<file path="config.mk">
export PLATFORM = sky130hd
export DESIGN_NAME = id_decode_stage
export DESIGN_NICKNAME = d
export VERILOG_FILES = /design/src/rtl/id_decode_stage.sv
export SDC_FILE = /design/constraint.sdc
export NUM_CORES = 1
export LEC_CHECK = 0
export ABC_AREA = 1
export BUFFER_PORTS_ARGS = -buffer_cell sky130_fd_sc_hd__buf_4
export CAP_MARGIN = 10
export CORE_ASPECT_RATIO = 2
export CORE_MARGIN = 2
export CORE_UTILIZATION = 50
export CTS_BUF_LIST = sky130_fd_sc_hd__clkbuf_4 sky130_fd_sc_hd__clkbuf_8
export CTS_CLUSTER_DIAMETER = 120
export DETAILED_ROUTE_END_ITERATION = 6
export PLACE_DENSITY = 0.78
export SYNTH_ARGS = -nofsm -noshare
export SYNTH_HDL_FRONTEND = slang
export SYNTH_SLANG_ARGS = --single-unit
</file>
<file path="constraint.sdc">
create_clock -name clk -period 4.5 [get_ports clk]
set_input_delay 0.9 -clock clk [delete_from_list [all_inputs] [get_ports clk]]
set_output_delay 0.9 -clock clk [all_outputs]
set_load 0.02 [all_outputs]
</file>
<file path="src/rtl/id_decode_stage.sv">
// RV32I instruction-decode stage: 2-entry skid buffer feeding combinational field/immediate decode.
// Optional macro ID_ILLEGAL_DETECT_EN enables illegal-opcode flagging on out_illegal.
module id_decode_stage #(
  parameter int          XLEN     = 32,
  parameter logic [31:0] RESET_PC = 32'h0000_0000
) (
  input  logic            clk,
  input  logic            rst,
  input  logic            in_valid,
  output logic            in_ready,
  input  logic [XLEN-1:0] in_inst,
  input  logic [XLEN-1:0] in_pc,
  input  logic            flush,
  output logic            out_valid,
  input  logic            out_ready,
  output logic [XLEN-1:0] out_pc,
  output logic [4:0]      out_rd,
  output logic [4:0]      out_rs1,
  output logic [4:0]      out_rs2,
  output logic [2:0]      out_funct3,
  output logic [6:0]      out_funct7,
  output logic [6:0]      out_opcode,
  output logic [11:0]     out_imm12,
  output logic            out_imm_sel,
  output logic            out_imm_b,
  output logic            out_illegal
);

  typedef enum logic [1:0] {EMPTY, ONE, TWO} state_e;

  localparam logic [6:0] OP_LUI    = 7'b0110111;
  localparam logic [6:0] OP_AUIPC  = 7'b0010111;
  localparam logic [6:0] OP_JAL    = 7'b1101111;
  localparam logic [6:0] OP_JALR   = 7'b1100111;
  localparam logic [6:0] OP_BRANCH = 7'b1100011;
  localparam logic [6:0] OP_LOAD   = 7'b0000011;
  localparam logic [6:0] OP_STORE  = 7'b0100011;
  localparam logic [6:0] OP_IMM    = 7'b0010011;
  localparam logic [6:0] OP_REG    = 7'b0110011;
  localparam logic [6:0] OP_FENCE  = 7'b0001111;
  localparam logic [6:0] OP_SYSTEM = 7'b1110011;

  state_e            state_q, state_d;
  logic              in_ready_q;
  logic [XLEN-1:0]   main_inst_q, main_inst_d, main_pc_q, main_pc_d;
  logic [XLEN-1:0]   skid_inst_q, skid_inst_d, skid_pc_q, skid_pc_d;
  logic              accept, consume;

  assign out_valid = (state_q != EMPTY);
  assign in_ready  = in_ready_q;
  assign accept    = in_valid & in_ready_q;
  assign consume   = out_valid & out_ready;

  always_comb begin
    // NOTE: every always_comb output gets a default first so no path leaves it unassigned (no latch).
    state_d     = state_q;
    main_inst_d = main_inst_q;
    main_pc_d   = main_pc_q;
    skid_inst_d = skid_inst_q;
    skid_pc_d   = skid_pc_q;
    if (flush) begin
      state_d = EMPTY;
    end else begin
      unique case (state_q)
        EMPTY: if (accept) begin
          state_d     = ONE;
          main_inst_d = in_inst;
          main_pc_d   = in_pc;
        end
        ONE: begin
          if (accept && consume) begin
            main_inst_d = in_inst;
            main_pc_d   = in_pc;
          end else if (accept) begin
            state_d     = TWO;
            skid_inst_d = in_inst;
            skid_pc_d   = in_pc;
          end else if (consume) begin
            state_d = EMPTY;
          end
        end
        TWO: if (consume) begin
          state_d     = ONE;
          main_inst_d = skid_inst_q;
          main_pc_d   = skid_pc_q;
        end
        default: state_d = EMPTY;
      endcase
    end
  end

  // NOTE: sequential state uses non-blocking assignments so all registers update from pre-edge values.
  always_ff @(posedge clk or posedge rst) begin
    if (rst) begin
      state_q     <= EMPTY;
      in_ready_q  <= 1'b0;
      main_inst_q <= '0;
      main_pc_q   <= RESET_PC;
      skid_inst_q <= '0;
      skid_pc_q   <= '0;
    end else begin
      state_q     <= state_d;
      in_ready_q  <= (state_d != TWO);
      main_inst_q <= main_inst_d;
      main_pc_q   <= main_pc_d;
      skid_inst_q <= skid_inst_d;
      skid_pc_q   <= skid_pc_d;
    end
  end

  logic illegal;

`ifdef ID_ILLEGAL_DETECT_EN
  logic legal_op;
  always_comb begin
    legal_op = 1'b0;
    unique case (main_inst_q[6:0])
      OP_LUI, OP_AUIPC, OP_JAL, OP_JALR, OP_BRANCH, OP_LOAD,
      OP_STORE, OP_IMM, OP_REG, OP_FENCE, OP_SYSTEM: legal_op = 1'b1;
      default: legal_op = 1'b0;
    endcase
  end
  assign illegal = out_valid & (~legal_op | (main_inst_q[1:0] != 2'b11));
`else
  assign illegal = 1'b0;
`endif

  assign out_pc      = main_pc_q;
  assign out_opcode  = main_inst_q[6:0];
  assign out_rd      = illegal ? 5'd0 : main_inst_q[11:7];
  assign out_funct3  = main_inst_q[14:12];
  assign out_rs1     = main_inst_q[19:15];
  assign out_rs2     = main_inst_q[24:20];
  assign out_funct7  = main_inst_q[31:25];
  assign out_illegal = illegal;

  // Shift-immediates pass inst[31:20] untouched; shamt masking happens downstream.
  always_comb begin
    out_imm12   = 12'd0;
    out_imm_sel = 1'b0;
    out_imm_b   = 1'b0;
    unique case (main_inst_q[6:0])
      OP_IMM, OP_LOAD, OP_JALR, OP_SYSTEM: begin
        out_imm12   = main_inst_q[31:20];
        out_imm_sel = 1'b1;
      end
      OP_STORE: begin
        out_imm12   = {main_inst_q[31:25], main_inst_q[11:7]};
        out_imm_sel = 1'b1;
      end
      OP_BRANCH: begin
        out_imm12   = {main_inst_q[31], main_inst_q[7], main_inst_q[30:25], main_inst_q[11:8]};
        out_imm_sel = 1'b1;
        out_imm_b   = 1'b1;
      end
      default: ;
    endcase
  end

endmodule

</file>
Word-level counts from Yosys, hierarchy flattened
Cells that the tools add are included.

Input bits: 69. Register bits after elaboration: 131. Output and inout port bits: 81. Word-level logic and storage cells: 48.

Bitwise operators: 4. Equality and inequality tests: 12. Reduce and logical (&&, ||, !) cells: 8. Mux-type cells: 18.

Operators by type and width (count): 32-bit two-way mux (6); 32-bit case mux with 3 select lines (2); 12-bit case mux with 3 select lines (1); 7-bit equality test (second input constant) (3); 2-bit two-way mux (6); 2-bit != test (second input constant) (4); 7-bit by 2-bit equality test with 1-bit output (second input constant) (1); 7-bit by 5-bit equality test with 1-bit output (second input constant) (1); 7-bit by 6-bit equality test with 1-bit output (second input constant) (1); 2-bit case mux with 3 select lines (1); 6-bit OR reduction (1); 5-bit AND reduction (1); 4-bit AND reduction (1); 4-bit OR reduction (1); 3-bit nonzero test (1); 1-bit AND (2); 2-bit by 1-bit equality test with 1-bit output (second input constant) (1); 2-bit equality test (second input constant) (1); 2-bit zero test (1); 1-bit two-way mux (2); 1-bit inverter (2); 2-bit nonzero test (1); 1-bit logical AND (1).

Longest topological paths before layout
Depth in word-level cells: 8. Depth in mapped cells: 8. Mapped depth without buffers: 7.

Least setup slack after synthesis
Ideal clock, no wire load.

Kind: reg2out. Start point: register main_inst_q[2]. End point: output out_imm_b. Cell stages (with the launch flop): 7. Arrival time: 1.430 ns. Required time: 3.600 ns. Path slack: 2.170 ns. Cell sequence: dfrtp_1 inv_1 nand2_1 nor2_1 buf_2 nand2_1 nor2_1.

Longest elaborated chain between the ends: 2.

Ends and longest elaborated chain: start: declaration (RTL line 45) `logic [XLEN-1:0] main_inst_q, main_inst_d, main_pc_q, main_pc_d;`; start signal: assignment (RTL line 104) `main_inst_q <= main_inst_d;`; 7-bit equality test (RTL line 142) `unique case (main_inst_q[6:0])`; 1-bit two-way mux (RTL line 142); end: declaration (RTL line 25) `output logic out_imm_b,`.

No other way between the ends.

Worst setup path after layout
Start point: register main_inst_q[6]. End point: output out_imm12[4].

Longest elaborated chain between the ends: 3. Elaborated cells on any way between the ends: 8. Classes of those cells: 6 x eq/ne; 1 x mux; 1 x reduce/logical.

Ends and longest elaborated chain: 7-bit by 5-bit equality test with 1-bit output (tied with other cells) (RTL line 142); 4-bit OR reduction (RTL line 142); 12-bit case mux with 3 select lines * (RTL line 142); end: declaration (RTL line 23) `output logic [11:0] out_imm12,`.

Every way passes the cells marked *; elsewhere a longest branch is shown, timed or not.

==> results.yml <==
timing:
  fmax_mhz: 332
  fin_ws_ps: 1480
  period_share_pct: 67.0
  layout_min_cycle_time_ps: 3020
  clock-skew-final_ps: 12.0
  rsz0062_at_grt: "false"
  setup_viol: 0
  drv_slew: 0
  finalSetupTns_ps: 0
  finalHoldViolCount: 0
  tightest_slew_ps: 1090
  slew-limit-headroom_pct: 27.0
setup_path:
  crit_fanout: 12
  reg2reg_from: "state_q[1]$_DFF_PP0_"
  cp-startpoint: "main_inst_q[6]$_DFFE_PP0P_"
  rr_worst_depth: 7
  ff2ff_setup_slack_ps: 2410
  required_ps: 3600
  cp-start-kind: "register"
  cp.arrival_ps: 2120
  crit_slowest_cell: "nor2_1"
  crit_type: "register to primary output"
  end_kind: "primary output"
  max_stage_delay_ps: 610
  path_cells: "inv_1, nor2_1, nand3_1, nand2_1, inv_1, nand2_1, buf_4"
grt:
  grt_pass1_wl_microns: 23600
  met1_usage_pct: 26.1
  grt_pass1_vias: 4980
  grt_max_degree: 129
  gr-total-overflow: 0
  grtUsageTotal_pct: 21.8
  grtUsageMet3_pct: 4.88
  antenna_found_initial: 0
  use_met2_pct: 36.8
  top_usage_layer: "met2"
logic_synthesis:
  synth_xor_xnor_area_share_pct: 0
  synth_compound_gate_area_share_pct: 13.9
  synth-simple-area-share_pct: 23.2
  synth_top_family_by_area: "simple AND/OR/NAND/NOR gates"
  netlist_area_sq_um: 6240
  synth.distinct_cells: 20
  synthMuxAreaShare_pct: 0
  postSynthAreaPerCell_sq_um: 7.94
  syn_nets: 855
  synth_fa_ha_area_share_pct: 0
  ys_seq_area_share_pct: 52.5
  syn_inst: 786
  ys_ff_latch: 131
  ys.warnings.count: 0
cts:
  cts-htree-levels: 4
  cts_tree: "done"
  root_buffer: "clkbuf_8"
  worstSkewPairLatency_ps: 430
  cts_made_buffers: 17
  hold_buffers: 0
  cts_buffer_depth: 2
  path_clk_slew_ps: 70
  cts_num_sinks: 131
  cts_resized: 0
  cts_setup_buffers: 0
cells_and_area:
  regArea_sq_um: 3280
  syn2layout_area_growth_pct: 23.8
  layout_commonest_cell: "nand2_1"
  multi_input_area_sq_um: 2350
  num-fill-cells: 1099
  final_cell_mix: "nand2_1, buf_4, dfrtp_1"
  final_cells: 1068
  fin_util_pct: 63.4
  diodes: 0
  drive_gt1_share_pct: 22.9
  nets: 977
floorplanning:
  initial_core_util_pct: 51.2
  pin_count: 150
  die-area_sq_um: 13400
  core_sq_um: 12200
  core.rowCount: 57
  die_h_microns: 162
  die_w_microns: 83
pwr:
  clockPowerShare_pct: 29.1
  p_comb_share_pct: 24.0
  p_leak_nw: 4.32
  powerDensity_nw_per_um2: 446
  p_sw_share_pct: 32.6
  intPower_mw: 2.32
  p_seq_share_pct: 46.9
  ir_worst_vdd_mv: 0.308
  switchingPower_mw: 1.13
run:
  max-cap-violations: 0
drt:
  drcViolationCount: 0
  vias_per_cell: 4.98
  route.vias.total: 5318
  drt-total-wl_microns: 14000
  routedWlPerCell_microns: 13.1
  antenna_left: 0
  dr.pass1.iters: 5
  drt_iter0_drc: 379
placement:
  gp_congestion: 0.855
  numPortBuffers: 148
  place_hpwl_microns: 9080
  place_inst: 1035
  pre_cts_ws_ps: 1640
outcome:
  status: "finished, final reports clean"
worst_hold_path:
  hold_depth: 2
  hold_class: "register to register"
  min_from: "skid_inst_q[19]$_DFFE_PP0P_"
power by group through the flow:
stage	registers, mW	logic [mW]	clock network (mW)
2_1_floorplan	1.74	0.388	0
3_3_place_gp	1.63	0.815	0
3_5_place_dp	1.63	0.837	0
4_1_cts	1.61	0.839	1.03
5_1_grt	1.65	0.930	1.07
6_report	1.62	0.829	1.00
per-layer routing:
| layer | wire (microns) | vias up | part of all wire, % |
|---|---|---|---|
| met5 | 0 | - | 0 |
| met2 | 7300 | 136 | 52 |
| met3 | 615 | 33 | 4.4 |
| li1 | - | 2730 | - |
| met4 | 476 | 0 | 3.4 |
| met1 | 5620 | 2419 | 40 |
critical path: cells and delay by family (launching register included):
| family | cells | cell delay, ps |
|---|---|---|
| and+or+nand+nor | 4 | 950 |
| buffers and inverters | 3 | 270 |
| DFF | 1 | 460 |
kinds of logic after synthesis:
logic type | after synthesis
simple gates | 356
compound gates | 160
buf+inv | 138
flops | 131
other cells | 1
through the flow:
stage | power [mW] | instance area, sq um | hold WS, ps
after floorplan | 2.12 | 6240 | 437
after global placement | 2.44 | 7290 | 448
after detailed placement | 2.47 | 7290 | 453
after CTS | 3.48 | 7700 | 471
after global routing | 3.65 | 7730 | 487
final | 3.45 | 7730 | 468
synth_stat cells, drive strengths merged:
cell    count  area, sq um
nor3        1         16.3
a21oi       2         10.0
clkbuf     22         82.6
nand3      74          370
nand3b      1         7.51
inv        87          327
nand2     269         1010
conb        1         3.75
buf        29          231
dfrtp     131         3280
or2         1         6.26
nor2       10         37.5
o21ai     158          858
sequential cells by signal, summed over array words and instances, names as in the netlist:
name,cells
main_inst_q,32
out_pc,32
skid_inst_q,32
skid_pc_q,32
state_q,2
in_ready,1
worst paths after layout:
check	end
hold reg to reg	skid_inst_q[19]$_DFFE_PP0P_
setup reg to reg	main_inst_q[4]$_DFFE_PP0P_
max in group asynchronous	main_inst_q[25]$_DFFE_PP0P_
hold / removal	skid_inst_q[19]$_DFFE_PP0P_
min in group asynchronous	out_pc[6]$_DFFE_PP0P_
setup / recovery	out_imm12[4]
final cells by class:
cell class | count | share of cell area [%]
Clock buffer | 20 | 3.56
Clock inverter | 12 | 1.70
Inverter | 87 | 4.29
Multi-Input combinational cell | 517 | 30.4
Sequential cell | 131 | 42.4
Tap cell | 147 | 2.38
Timing Repair Buffer | 154 | 15.2
No activity file was read; power rests on OpenSTA's default activity.
